**src/rtl/oumux_sched.sv**
```systemverilog
// oumux_sched: command FIFO feeding the shared output-mux controller.
// Runs one burst at a time, counting beats and chaining without bubbles.
module oumux_sched #(
  parameter int DEPTH = 4,
  parameter int LEN_W = 8,
  localparam int AW = $clog2(DEPTH)
) (
  input  logic             clk,
  input  logic             reset,
  input  logic             t_cmd_req,
  output logic             t_cmd_ack,
  input  logic [3:0]       t_cmd_sel,
  input  logic [LEN_W-1:0] t_cmd_len,
  output logic             i_oumux_req,
  input  logic             i_oumux_ack,
  output logic [3:0]       sel,
  output logic             cmd_done,
  output logic             busy,
  output logic [AW:0]      fifo_level,
  output logic             err_sel,
  input  logic             err_clr
);

  typedef enum logic {IDLE, RUN} state_t;

  state_t           state_q;
  logic             req_q;
  logic [3:0]       sel_q;
  logic [LEN_W-1:0] len_q;
  logic [LEN_W-1:0] cnt_q;
  logic             done_q;
  logic             err_q;

  logic [3:0]       sel_mem_q [DEPTH];
  logic [LEN_W-1:0] len_mem_q [DEPTH];
  logic [AW-1:0]    wr_q;
  logic [AW-1:0]    rd_q;
  logic [AW:0]      lvl_q;
  logic [AW:0]      lvl_d;

  logic full;
  logic empty;
  logic sel_ok;
  logic xfer;
  logic push;
  logic bad;
  logic beat;
  logic last;
  logic pop;

  assign full  = (lvl_q == (AW+1)'(DEPTH));
  assign empty = (lvl_q == '0);

  assign t_cmd_ack = ~full & ~reset;

  // Only destinations the mux can route are accepted into the FIFO.
  always_comb begin
    sel_ok = 1'b0;
    case (t_cmd_sel)
      4'd8, 4'd9, 4'd13, 4'd14, 4'd15: sel_ok = 1'b1;
      default:                         sel_ok = 1'b0;
    endcase
  end

  assign xfer = t_cmd_req & t_cmd_ack;
  assign push = xfer & sel_ok;
  assign bad  = xfer & ~sel_ok;

  assign beat = (state_q == RUN) & i_oumux_ack;
  assign last = beat & (cnt_q == len_q);
  assign pop  = ~empty & ((state_q == IDLE) | last);

  assign lvl_d = lvl_q
               + {{AW{1'b0}}, push}
               - {{AW{1'b0}}, pop};

  // FIFO storage; contents need no reset, the pointers gate them.
  always_ff @(posedge clk) begin
    if (push) begin
      sel_mem_q[wr_q] <= t_cmd_sel;
      len_mem_q[wr_q] <= t_cmd_len;
    end
  end

  // FIFO pointers and occupancy.
  always_ff @(posedge clk) begin
    if (reset) begin
      wr_q  <= '0;
      rd_q  <= '0;
      lvl_q <= '0;
    end else begin
      if (push) wr_q <= wr_q + 1'b1;
      if (pop)  rd_q <= rd_q + 1'b1;
      lvl_q <= lvl_d;
    end
  end

  // Burst sequencer: load a command, count beats, chain or go idle.
  always_ff @(posedge clk) begin
    if (reset) begin
      state_q <= IDLE;
      req_q   <= 1'b0;
      sel_q   <= '0;
      len_q   <= '0;
      cnt_q   <= '0;
      done_q  <= 1'b0;
    end else begin
      done_q <= last;
      if (pop) begin
        sel_q   <= sel_mem_q[rd_q];
        len_q   <= len_mem_q[rd_q];
        cnt_q   <= '0;
        state_q <= RUN;
        req_q   <= 1'b1;
      end else if (last) begin
        state_q <= IDLE;
        req_q   <= 1'b0;
      end else if (beat) begin
        cnt_q <= cnt_q + 1'b1;
      end
    end
  end

  // Sticky illegal-select flag; a new error beats a clear.
  always_ff @(posedge clk) begin
    if (reset) begin
      err_q <= 1'b0;
    end else if (bad) begin
      err_q <= 1'b1;
    end else if (err_clr) begin
      err_q <= 1'b0;
    end
  end

  assign i_oumux_req = req_q;
  assign sel         = sel_q;
  assign cmd_done    = done_q;
  assign busy        = (state_q == RUN) | ~empty;
  assign fifo_level  = lvl_q;
  assign err_sel     = err_q;

endmodule

```
**config.mk**
```make
export PLATFORM = sky130hd
export DESIGN_NAME = oumux_sched
export DESIGN_NICKNAME = d
export VERILOG_FILES = /design/src/rtl/oumux_sched.sv
export SDC_FILE = /design/constraint.sdc
export NUM_CORES = 1
export LEC_CHECK = 0
export ABC_AREA = 1
export BUFFER_PORTS_ARGS = -buffer_cell sky130_fd_sc_hd__buf_2
export CORE_ASPECT_RATIO = 1.5
export CORE_UTILIZATION = 55
export DETAILED_ROUTE_END_ITERATION = 10
export HOLD_SLACK_MARGIN = 0.08
export PLACE_DENSITY = 0.8
export SYNTH_ARGS = -nofsm -noshare
export SYNTH_HDL_FRONTEND = slang
export SYNTH_SLANG_ARGS = --single-unit
```
**constraint.sdc**
```tcl
create_clock -name clk -period 2.6 [get_ports clk]
set_input_delay 0.52 -clock clk [delete_from_list [all_inputs] [get_ports clk]]
set_output_delay 0.52 -clock clk [all_outputs]
set_load 0.01 [all_outputs]
```
==> impl_metrics.toml <==
[worst_setup_path]
path_class = "reg -> reg"
cp_cell_sequence = "xnor2_1, nand2_1, nor2_2, nand3_2, nand2_2, nand2_8, inv_1, ha_1, inv_1, ha_1, inv_1, fa_1, xor2_1, o21ai_1, a21oi_1"
cp.arrival_ns = 2.61
reg2reg_from = "cnt_q[7]"
cp_slowest_cell = "fa_1"
cpPeakStageDelay_ns = 0.37
cp_top_family = "adder cells"
worstPathMaxFanout = 3
startpoint = "cnt_q[7]"
crit_path_frequent_cell = "inv_1"
setup.worst_path.start_class = "flop"
crit_required_ns = 2.84
end_kind = "flop"
crit_buf_inv = 3

[timing]
rsz0062_at_grt = "false"
setup_viol = 0
hold_violations = 0
period_needed_ns = 2.38
fin_skew_ns = 0.00847
worst_slew_pin_slew_ns = 0.808
setup_tns_ns = 0
post-route-period-util_pct = 91.4
slew_headroom_pct = 46.1
fmax_mhz = 421
slew_violations = 0

[die]
die_w_um = 67.2
floorplan.initialDensity_pct = 57.1
chipHeight_um = 99.7
dieArea_mm2 = 0.00670
rows = 35
io-pin-count = 29
core_area_mm2 = 0.00613

[synth]
yosysSeqAreaShare_pct = 58.3
synth_warnings = 0
synthDistinctLibCells = 27
synth_edf_count = 48
netlist_area_mm2 = 0.00350
synth-seq-cells = 78
synthFlopType = "edfxtp_1"
syn_avg_cell_area_um2 = 9.41
async_reset_ff_share_pct = 0
syn_inst = 372
syn_nets = 397

[place]
dp_hpwl_um = 4130
place_area_mm2 = 0.00374
port_buffers = 28
gp_congestion = 0.813

[grt]
grt_usage_pct = 20.7
grt_pass1_vias = 2337
grt_max_degree = 30
grt_pass1_wl_um = 10100
grt_antenna_before_repair = 0
overflow = 0

[outcome]
outcome = "complete, no violations"

[detailed_routing]
dr_total_vias = 2484
viasPerCell = 5.10
wl_per_cell_um = 12.6
wl_um = 6140
dr.pass1.iters = 4
drt_iter0_drc = 124
final_antenna_net_count = 0
drc = 0

[clock_network]
cts_tree = "built"
htree_num_levels = 3
cts_root_buf = "clkbuf_8"
worstSkewPairLatency_ns = 0.35
cts_sinks = 78
path_clk_slew_ns = 0.09
clock_path_buffers = 2
hold_buffers = 0
cts_made_buffers = 9

[layout]
layout-drive-gt1-share_pct = 20.1
nets = 433
antenna_cells = 0
area_growth_pct = 12.4
design_area_mm2 = 0.00394
ff_latch_area_mm2 = 0.00205
fillCellCount = 490
multi_input_area_mm2 = 0.00122

[pwr]
irDropWorstVdd_mv = 0.509
p_per_area_mw_per_mm2 = 961
power.leakage_nw = 1.61

[hold_path]
hold_path_class = "in -> reg"
worstHoldStart = "t_cmd_len[4]"

[job]
maxCapViolCount = 0
placed cells by master (no fill, tap or decap), drive strengths merged:
cell / instances
dfxtp: 30
edfxtp: 48
xor2: 5
or2: 1
nor3: 2
ha: 7
fa: 1
a21oi: 21
nor2: 75
clkinv: 2
nand3: 22
inv: 49
xnor2: 7
buf: 39
clkbuf: 9
o21ai: 42
nand2: 53
routing by layer:
metal / vias to the layer above / share of wire (%) / wire length, um / GRT usage (%)
li1: 1283 / - / - / -
met1: 1140 / 41 / 2540 / 22.4
met2: 51 / 54 / 3290 / 36.3
met3: 10 / 3.1 / 189 / 6.54
met4: 0 / 1.8 / 113 / 8.51
met5: - / 0 / 0 / 0
report_power, final:
group	leakage, nW	internal (mW)	switching (mW)	total (mW)
Combinational	0.827	0.488	0.828	1.32
Clock	0.0988	0.372	0.487	0.859
Sequential	0.682	1.46	0.143	1.61
worst register-to-register path: stages (launching register included):
cell and delay [ns]:
dfxtp_2 0.35, xnor2_1 0.16, nand2_1 0.08, nor2_2 0.16
nand3_2 0.10, nand2_2 0.13, nand2_8 0.07, inv_1 0.06
ha_1 0.22, inv_1 0.06, ha_1 0.12, inv_1 0.04
fa_1 0.37, xor2_1 0.16, o21ai_1 0.13, a21oi_1 0.06
area by class of cell:
cell class              instances  share of cell area, %
well taps                      74                   2.35
inverters                      44                   4.19
clock inverters                 7                   1.59
multi-input cells             236                   31.0
clock buffers                   9                   3.15
flip-flops and latches         78                   52.1
repair buffers                 39                   5.66
timing repair:
| item | 4_1_cts | 5_1_grt |
|---|---|---|
| buffers inserted | 0 | 0 |
| setup endpoints to repair | 0 | 1 |
| endpoints found under the hold margin | 0 | 0 |
| resized for setup | 0 | 8 |
flip-flops by register name, summed over array words and instances, names as in the netlist:
register     count
cmd_done         1
cnt_q            8
len_mem_q       32
wr_q             2
sel              4
len_q            8
err_sel          1
rd_q             2
fifo_level       3
i_oumux_req      1
sel_mem_q       16
synth_stat cells (2+ instances only):
master / number / area share [%]
nor2_1: 65 / 7.0
edfxtp_1: 48 / 41
nand2_1: 48 / 5.1
inv_1: 40 / 4.3
o21ai_0: 35 / 5.0
dfxtp_1: 30 / 17
a21oi_1: 21 / 3.0
nand3_1: 20 / 2.9
nor2_2: 10 / 1.8
ha_1: 7 / 2.5
o21ai_1: 7 / 1.0
xnor2_1: 7 / 1.8
buf_2: 6 / 0.86
clkbuf_1: 5 / 0.54
xor2_1: 5 / 1.3
inv_2: 3 / 0.32
buf_4: 2 / 0.43
nand2_2: 2 / 0.36
nand2_8: 2 / 1.1
nand3_2: 2 / 0.57
stage by stage:
step                      hold slack [ns]  util, %  total power [mW]  std cells  worst slack, ns
after floorplan                     0.472        -              2.65        372            0.185
after global placement              0.465     61.0              2.91        471           0.0886
after detailed placement            0.471     61.0              2.95        471           0.0290
after CTS                           0.359     64.1              3.81        487            0.143
after global routing                0.348     64.2              4.06        487           0.0309
final                               0.376     64.2              3.78        487            0.225
final timing paths:
check	endpoint	slack [ns]	cells after the start
worst max-delay path	fifo_level[2]	0.22	15
worst max register to register	fifo_level[2]	0.22	15
worst min-delay path	len_mem_q[2][4]	0.38	1
worst min register to register	sel[1]	0.49	2
cell families (layout without fill, tap and decap cells):
| group | Yosys count | after routing | synth area share, % |
|---|---|---|---|
| AO/OA/AOI/OAI | 63 | 63 | 9.00 |
| XOR/XNOR | 12 | 12 | 3.00 |
| adder cells (fa/ha/maj) | 8 | 8 | 3.07 |
| buffers and inverters | 58 | 99 | 6.86 |
| flip-flops | 78 | 78 | 58.3 |
| AND/OR/NAND/NOR | 153 | 153 | 19.8 |
Note: power is estimated with default switching activity, not from simulation.
